`src/rtl/cache_miss_ctrl_if.sv`:
```
// Single-port memory bus between the miss sequencer (master) and the memory side (slave).
interface cache_miss_ctrl_if #(
   parameter int unsigned ADDR_WIDTH = 64,
   parameter int unsigned DATA_WIDTH = 64
);
   logic                    mem_req;
   logic                    mem_we;
   logic [ADDR_WIDTH-1:0]   mem_addr;
   logic [2*DATA_WIDTH-1:0] mem_wdata;
   logic                    mem_gnt;
   logic                    mem_rvalid;
   logic [2*DATA_WIDTH-1:0] mem_rdata;

   modport master (
      output mem_req, mem_we, mem_addr, mem_wdata,
      input  mem_gnt, mem_rvalid, mem_rdata
   );

   modport slave (
      input  mem_req, mem_we, mem_addr, mem_wdata,
      output mem_gnt, mem_rvalid, mem_rdata
   );
endinterface

```
`src/rtl/cache_miss_ctrl.sv`:
```
// Miss sequencer for the 2-way write-back bank: evicts a dirty victim, then refills the line in 2-word beats.
// Optional macro CACHE_MISS_CRITICAL_FIRST_EN starts the refill at the beat holding the requested word.
module cache_miss_ctrl #(
   parameter int unsigned ADDR_WIDTH = 64,
   parameter int unsigned DATA_WIDTH = 64,
   parameter int unsigned BANK_NUM   = 4
) (
   input  logic                           clk,
   input  logic                           rstn,
   input  logic                           miss_cache_i,
   input  logic [ADDR_WIDTH-1:0]          addr_cache_i,
   input  logic                           set_cache_i,
   input  logic [$clog2(BANK_NUM)-1:0]    miss_offset_i,
   input  logic                           need_wb_i,
   input  logic [ADDR_WIDTH-1:0]          addr_wb_i,
   input  logic [BANK_NUM*DATA_WIDTH-1:0] data_wb_i,
   output logic                           busy_wb_o,
   output logic                           busy_rd_o,
   output logic [ADDR_WIDTH-1:0]          addr_rd_o,
   output logic [2*DATA_WIDTH-1:0]        data_rd_o,
   output logic                           wen_rd_o,
   output logic                           set_rd_o,
   output logic                           finish_rd_o,
   cache_miss_ctrl_if.master              mem
);

   localparam int unsigned BEATS      = BANK_NUM / 2;
   localparam int unsigned BEAT_W     = 2 * DATA_WIDTH;
   localparam int unsigned BEAT_BYTES = 2 * (DATA_WIDTH / 8);
   localparam int unsigned LINE_W     = BANK_NUM * DATA_WIDTH;
   localparam int unsigned OFF_W      = $clog2(BANK_NUM);
   localparam int unsigned CNT_W      = (BEATS > 1) ? $clog2(BEATS) : 1;

   localparam logic [2:0] S_IDLE    = 3'd0;
   localparam logic [2:0] S_WB      = 3'd1;
   localparam logic [2:0] S_RD_REQ  = 3'd2;
   localparam logic [2:0] S_RD_WAIT = 3'd3;
   localparam logic [2:0] S_FIN     = 3'd4;

   logic [2:0]            state_q,     state_d;
   logic [CNT_W-1:0]      beat_q,      beat_d;
   logic [ADDR_WIDTH-1:0] line_addr_q, line_addr_d;
   logic [ADDR_WIDTH-1:0] wb_addr_q,   wb_addr_d;
   logic [LINE_W-1:0]     wb_data_q,   wb_data_d;
   logic                  way_q,       way_d;
   logic [OFF_W-1:0]      off_q,       off_d;

   logic [CNT_W-1:0]      order_c;
   logic                  last_c;
   logic [ADDR_WIDTH-1:0] rd_addr_c;
   logic [ADDR_WIDTH-1:0] wb_addr_c;
   logic [BEAT_W-1:0]     wb_beat_c;

   logic                  mem_req_c;
   logic                  mem_we_c;
   logic [ADDR_WIDTH-1:0] mem_addr_c;
   logic [BEAT_W-1:0]     mem_wdata_c;
   logic                  wen_rd_c;
   logic [BEAT_W-1:0]     data_rd_c;
   logic [ADDR_WIDTH-1:0] addr_rd_c;

   // Refill beat order: wrap from the beat holding the requested word, or plain ascending
`ifdef CACHE_MISS_CRITICAL_FIRST_EN
   assign order_c = CNT_W'((32'(off_q >> 1) + 32'(beat_q)) % BEATS);
`else
   logic unused_off;
   assign order_c    = beat_q;
   assign unused_off = ^off_q;
`endif

   assign last_c    = (beat_q == CNT_W'(BEATS - 1));
   assign rd_addr_c = line_addr_q + ADDR_WIDTH'(32'(order_c) * BEAT_BYTES);
   assign wb_addr_c = wb_addr_q + ADDR_WIDTH'(32'(beat_q) * BEAT_BYTES);
   assign wb_beat_c = BEAT_W'(wb_data_q >> (32'(beat_q) * BEAT_W));

   // Next-state, latch updates and bus/refill drive
   always_comb begin
      state_d     = state_q;
      beat_d      = beat_q;
      line_addr_d = line_addr_q;
      wb_addr_d   = wb_addr_q;
      wb_data_d   = wb_data_q;
      way_d       = way_q;
      off_d       = off_q;
      mem_req_c   = 1'b0;
      mem_we_c    = 1'b0;
      mem_addr_c  = '0;
      mem_wdata_c = '0;
      wen_rd_c    = 1'b0;
      data_rd_c   = '0;
      addr_rd_c   = line_addr_q;

      case (state_q)
         S_IDLE: begin
            if (miss_cache_i) begin
               line_addr_d = addr_cache_i;
               way_d       = set_cache_i;
               wb_addr_d   = addr_wb_i;
               wb_data_d   = data_wb_i;
               off_d       = miss_offset_i;
               beat_d      = '0;
               state_d     = need_wb_i ? S_WB : S_RD_REQ;
            end
         end
         S_WB: begin
            mem_req_c   = 1'b1;
            mem_we_c    = 1'b1;
            mem_addr_c  = wb_addr_c;
            mem_wdata_c = wb_beat_c;
            if (mem.mem_gnt) begin
               if (last_c) begin
                  beat_d  = '0;
                  state_d = S_RD_REQ;
               end else begin
                  beat_d = beat_q + CNT_W'(1);
               end
            end
         end
         S_RD_REQ: begin
            mem_req_c  = 1'b1;
            mem_addr_c = rd_addr_c;
            if (mem.mem_gnt) state_d = S_RD_WAIT;
         end
         S_RD_WAIT: begin
            if (mem.mem_rvalid) begin
               wen_rd_c  = 1'b1;
               data_rd_c = mem.mem_rdata;
               addr_rd_c = rd_addr_c;
               if (last_c) begin
                  state_d = S_FIN;
               end else begin
                  beat_d  = beat_q + CNT_W'(1);
                  state_d = S_RD_REQ;
               end
            end
         end
         S_FIN:   state_d = S_IDLE;
         default: state_d = S_IDLE;
      endcase
   end

   always_ff @(posedge clk) begin
      if (!rstn) begin
         state_q     <= S_IDLE;
         beat_q      <= '0;
         line_addr_q <= '0;
         wb_addr_q   <= '0;
         wb_data_q   <= '0;
         way_q       <= 1'b0;
         off_q       <= '0;
      end else begin
         state_q     <= state_d;
         beat_q      <= beat_d;
         line_addr_q <= line_addr_d;
         wb_addr_q   <= wb_addr_d;
         wb_data_q   <= wb_data_d;
         way_q       <= way_d;
         off_q       <= off_d;
      end
   end

   // Busy flags decode only the state register so the bank sees no path from miss_cache
   assign busy_wb_o   = (state_q == S_WB);
   assign busy_rd_o   = (state_q == S_RD_REQ) || (state_q == S_RD_WAIT) || (state_q == S_FIN);
   assign finish_rd_o = (state_q == S_FIN);
   assign set_rd_o    = way_q;
   assign wen_rd_o    = wen_rd_c;
   assign data_rd_o   = data_rd_c;
   assign addr_rd_o   = addr_rd_c;

   assign mem.mem_req   = mem_req_c;
   assign mem.mem_we    = mem_we_c;
   assign mem.mem_addr  = mem_addr_c;
   assign mem.mem_wdata = mem_wdata_c;

endmodule

```
`src/flat_wrapper.sv`:
```
// flat-port wrapper written by rule: the top's interface ports become plain ports
module cache_miss_ctrl_flat 
#(
   parameter int unsigned ADDR_WIDTH = 64,
   parameter int unsigned DATA_WIDTH = 64,
   parameter int unsigned BANK_NUM   = 4
)
  (clk, rstn, miss_cache_i, addr_cache_i, set_cache_i, miss_offset_i, need_wb_i, addr_wb_i, data_wb_i, busy_wb_o, busy_rd_o, addr_rd_o, data_rd_o, wen_rd_o, set_rd_o, finish_rd_o, mem_mem_req, mem_mem_we, mem_mem_addr, mem_mem_wdata, mem_mem_gnt, mem_mem_rvalid, mem_mem_rdata);
  cache_miss_ctrl_if #(.ADDR_WIDTH(ADDR_WIDTH), .DATA_WIDTH(DATA_WIDTH)) mem_i ();
  input  logic clk;
  input  logic rstn;
  input  logic miss_cache_i;
  input  logic [ADDR_WIDTH-1:0] addr_cache_i;
  input  logic set_cache_i;
  input  logic [$clog2(BANK_NUM)-1:0] miss_offset_i;
  input  logic need_wb_i;
  input  logic [ADDR_WIDTH-1:0] addr_wb_i;
  input  logic [BANK_NUM*DATA_WIDTH-1:0] data_wb_i;
  output logic busy_wb_o;
  output logic busy_rd_o;
  output logic [ADDR_WIDTH-1:0] addr_rd_o;
  output logic [2*DATA_WIDTH-1:0] data_rd_o;
  output logic wen_rd_o;
  output logic set_rd_o;
  output logic finish_rd_o;
  output wire logic [$bits(mem_i.mem_req)-1:0] mem_mem_req;
  output wire logic [$bits(mem_i.mem_we)-1:0] mem_mem_we;
  output wire logic [$bits(mem_i.mem_addr)-1:0] mem_mem_addr;
  output wire logic [$bits(mem_i.mem_wdata)-1:0] mem_mem_wdata;
  input wire logic [$bits(mem_i.mem_gnt)-1:0] mem_mem_gnt;
  input wire logic [$bits(mem_i.mem_rvalid)-1:0] mem_mem_rvalid;
  input wire logic [$bits(mem_i.mem_rdata)-1:0] mem_mem_rdata;
  assign mem_mem_req = mem_i.mem_req;
  assign mem_mem_we = mem_i.mem_we;
  assign mem_mem_addr = mem_i.mem_addr;
  assign mem_mem_wdata = mem_i.mem_wdata;
  assign mem_i.mem_gnt = mem_mem_gnt;
  assign mem_i.mem_rvalid = mem_mem_rvalid;
  assign mem_i.mem_rdata = mem_mem_rdata;
  cache_miss_ctrl #(.ADDR_WIDTH(ADDR_WIDTH), .DATA_WIDTH(DATA_WIDTH), .BANK_NUM(BANK_NUM)) u_core (.clk(clk), .rstn(rstn), .miss_cache_i(miss_cache_i), .addr_cache_i(addr_cache_i), .set_cache_i(set_cache_i), .miss_offset_i(miss_offset_i), .need_wb_i(need_wb_i), .addr_wb_i(addr_wb_i), .data_wb_i(data_wb_i), .busy_wb_o(busy_wb_o), .busy_rd_o(busy_rd_o), .addr_rd_o(addr_rd_o), .data_rd_o(data_rd_o), .wen_rd_o(wen_rd_o), .set_rd_o(set_rd_o), .finish_rd_o(finish_rd_o), .mem(mem_i));
endmodule
```
`config.mk`:
```
export PLATFORM = sky130hd
export DESIGN_NAME = cache_miss_ctrl_flat
export DESIGN_NICKNAME = d
export VERILOG_FILES = /design/src/rtl/cache_miss_ctrl_if.sv /design/src/rtl/cache_miss_ctrl.sv /design/src/flat_wrapper.sv
export SDC_FILE = /design/constraint.sdc
export NUM_CORES = 1
export LEC_CHECK = 0
export ABC_AREA = 1
export CAP_MARGIN = 20
export CORE_AREA = 4 4 351 353
export CTS_CLUSTER_DIAMETER = 200
export CTS_CLUSTER_SIZE = 40
export DETAILED_ROUTE_END_ITERATION = 10
export DIE_AREA = 0 0 355 357
export GPL_TIMING_DRIVEN = 0
export PLACE_DENSITY_LB_ADDON = 0.12
export REMOVE_ABC_BUFFERS = 1
export SLEW_MARGIN = 10
export SYNTH_ARGS = -nofsm -noshare
export SYNTH_HDL_FRONTEND = slang
export SYNTH_SLANG_ARGS = --single-unit
```
`constraint.sdc`:
```
create_clock -name clk -period 3.9 [get_ports clk]
set_clock_uncertainty 0.05 [all_clocks]
set_input_delay 0.78 -clock clk [delete_from_list [all_inputs] [get_ports clk]]
set_output_delay 0.78 -clock clk [all_outputs]
set_load 0.02 [all_outputs]
```
==> flow_metrics.env <==
export IMPL_outcome="complete, but fails checks"
export IMPL_violations="negative setup slack"
export IMPL_cts_hold_buffers_added=0
export IMPL_worst_pin_slew_ns=0.897
export IMPL_cp_slowest_cell="clkdlybuf4s50_1"
export IMPL_sw_frac_of_total=0.462
export IMPL_postLayoutCoreUtil=0.283
export IMPL_power_density_nw_per_um2=475
export IMPL_hold_violations=0
export IMPL_clk_path_buf_depth=3
export IMPL_synth_avg_cell_area_um2=6.13
export IMPL_ys_seq_elements=389
export IMPL_place_detailed_hpwl_um=117000
export IMPL_drive_gt1_frac=0.0579
export IMPL_p_switching_mw=7.44
export IMPL_drt_total_wl_um=144000
export IMPL_io_buffers=909
export IMPL_drv_cap=0
export IMPL_startpoint_type="flop"
export IMPL_ant_nets=0
export IMPL_r2r_setup_slack_ns=0.77
export IMPL_place_ws_ns=-0.700
export IMPL_syn_area_um2=21800
export IMPL_gp_congestion=0.944
export IMPL_die_h_um=357
export IMPL_post_drt_wl_per_cell_um=24.2
export IMPL_vias=25500
export IMPL_grt_pass1_wl_um=196000
export IMPL_fmaxAchievable_mhz=254
export IMPL_slew_violations=0
export IMPL_numCtsBuffers=14
export IMPL_grt_overflow_total=0
export IMPL_fp_coreArea_um2=120000
export IMPL_cts_sinks=389
export IMPL_antenna_found_initial=69
export IMPL_setup_violations_final=1
export IMPL_die_w_um=355
export IMPL_route_detailed_drc=0
export IMPL_die_area_um2=127000
export IMPL_tritoncts="built"
export IMPL_setup_slack_ns=-0.0314
export IMPL_comb_power_share=0.480
export IMPL_synth_warnings=0
export IMPL_clk_pin_slew_ns=0.15
export IMPL_slowest_delay_ns=0.71
export IMPL_critical_path_peak_fanout=6
export IMPL_fp_row_count=127
export IMPL_dpl_instance_area_um2=32600
export IMPL_area_growth_pct=55.4
export IMPL_cts_max_level=1
export IMPL_drtPass1Iterations=7
export IMPL_intPower_mw=8.66
export IMPL_layout_common_cells="nand2_1 (887), clkdlybuf4s50_1 (756), a21oi_1 (523), o21ai_0 (441), inv_1 (421)"
export IMPL_crit_path_cell_trace="buf_16 -> ha_4 -> nand3_1 -> nor3_1 -> nand2_1 -> nand2_1 -> nand3_1 -> nand2_1 -> clkdlybuf4s50_1"
export IMPL_final_common_cell="nand2_1"
export IMPL_cp_data_required_time_ns=3.07
export IMPL_p_leak_nw=12.6
export IMPL_design_area_um2=33900
export IMPL_rsz0062_at_grt="true"
export IMPL_ys_seq_area_frac=0.357
export IMPL_first_iter_violations=1702
export IMPL_seqPwrFrac=0.378
export IMPL_arrival_ns=3.10
export IMPL_grt_max_degree=136
export IMPL_end_kind="output port"
export IMPL_crit_type="flop to output port"
export IMPL_fin_crit_sh=1.01
export IMPL_max_slew_margin=0.396
export IMPL_grt_util_all_layers=0.215
export IMPL_insertion_delay_ns=0.58
export IMPL_root_buffer="clkbuf_16"
export IMPL_crit_top_cell="nand2_1"
export IMPL_grt_pass1_vias=24300
export IMPL_start_util=0.182
export IMPL_fin_nets=4837
export IMPL_synthCells=3555
export IMPL_ys_types=32
export IMPL_period_needed_ns=3.93
export IMPL_clock_power_share=0.141
export IMPL_vias_per_cell=4.29
export IMPL_vdd_drop_max_mv=0.298
export IMPL_holdCritPathClass="flop to flop"
export IMPL_io_pins=912
final timing paths:
| path | start | end | cells after the start |
|---|---|---|---|
| hold reg to reg | u_core.wb_data_q[25] | u_core.wb_data_q[25] | 2 |
| setup / recovery | u_core.beat_q | mem_mem_addr[55] | 9 |
| setup reg to reg | u_core.state_q[0] | u_core.wb_data_q[179] | 9 |
| hold / removal | u_core.wb_data_q[25] | u_core.wb_data_q[25] | 2 |
cell usage after synthesis:
cell / count / share of area
o21ai_2: 1 / 0.00040
o22ai_1: 9 / 0.0026
nand3_2: 5 / 0.0023
buf_4: 9 / 0.0031
o21ai_0: 458 / 0.11
clkbuf_1: 124 / 0.021
inv_2: 5 / 0.00086
nand4_1: 31 / 0.0089
nand2_2: 14 / 0.0040
o221ai_1: 1 / 0.00040
dfxtp_1: 389 / 0.36
a21oi_1: 524 / 0.12
o21bai_1: 1 / 0.00034
or2_2: 2 / 0.00057
nor2_2: 16 / 0.0046
buf_6: 3 / 0.0015
o21a_1: 1 / 0.00034
xor2_1: 37 / 0.015
nor3_1: 4 / 0.00092
nand3b_1: 2 / 0.00069
a32o_1: 2 / 0.00092
buf_2: 89 / 0.020
nand3_1: 84 / 0.019
buf_1: 4 / 0.00069
nor4_1: 1 / 0.00029
nand2_1: 898 / 0.15
ha_1: 5 / 0.0029
o21ai_1: 39 / 0.0090
inv_1: 424 / 0.073
nor2_1: 360 / 0.062
nor2_4: 12 / 0.0062
nor3b_1: 1 / 0.00034
cell type report:
class	instances	area [µm²]
sequential	389	7820
clock inverter	5	66.3
tap	1612	2020
inverter	429	1650
multi-input combinational	2509	11800
timing repair buffer	968	10100
fill	13600	85900
clock buffer	15	375
antenna	22	55.1
cells by family after synthesis:
logic type	share of synthesized area
AND/OR/NAND/NOR	0.265
AO/OA/AOI/OAI	0.239
buffers and inverters	0.121
flip-flops	0.357
XOR/XNOR	0.0149
adder cells (fa/ha/maj)	0.00287
state kept, by name, indices dropped and copies added (netlist names):
name / count
u_core.set_rd_o: 1
u_core.beat_q: 1
u_core.line_addr_q: 64
u_core.wb_data_q: 256
u_core.wb_addr_q: 64
u_core.state_q: 3
metal layers:
layer  GRT usage  vias up  wire length [µm]
met4      0.0196       46              1090
met1       0.285    11800             63400
met5           0        -               315
met3      0.0686       87             13100
met2       0.356      723             66000
li1            -    12900                 -
stage by stage:
| step | hold WS [ns] | setup TNS, ns | total power [mW] | instances |
|---|---|---|---|---|
| 6_report | 0.405 | -0.0314 | 16.1 | 5949 |
| 5_1_grt | 0.416 | -0.256 | 17.2 | 5929 |
| 4_1_cts | 0.406 | 0 | 16.4 | 5923 |
| 3_5_place_dp | 0.386 | -26.43 | 14.0 | 5876 |
| 3_3_place_gp | 0.382 | -7572.94 | 10.7 | 5847 |
| 2_1_floorplan | 0.373 | -2511.71 | 8.62 | 3326 |
what timing repair did:
item / CTS / global route
setup endpoints to repair: 216 / 77
cloned: 2 / 0
gates resized for setup: 272 / 80
pin swaps: 11 / 6
buffers inserted: 25 / 5
power groups by stage:
stage	sequential [mW]	combinational (mW)	clock (mW)
final	6.09	7.73	2.27
after global routing	6.23	8.46	2.53
after CTS	6.07	7.92	2.42
after detailed placement	6.15	7.84	0
after global placement	5.21	5.44	0
after floorplan	5.42	3.20	0
worst max-delay path, delay by kind of cell, from the launching register on:
| family | cells | cell delay (ns) |
|---|---|---|
| simple gates | 6 | 1.10 |
| buf+inv | 2 | 0.85 |
| flops | 1 | 0.40 |
| fa+ha+maj | 1 | 0.16 |
Power figures use the tool's default switching activity.
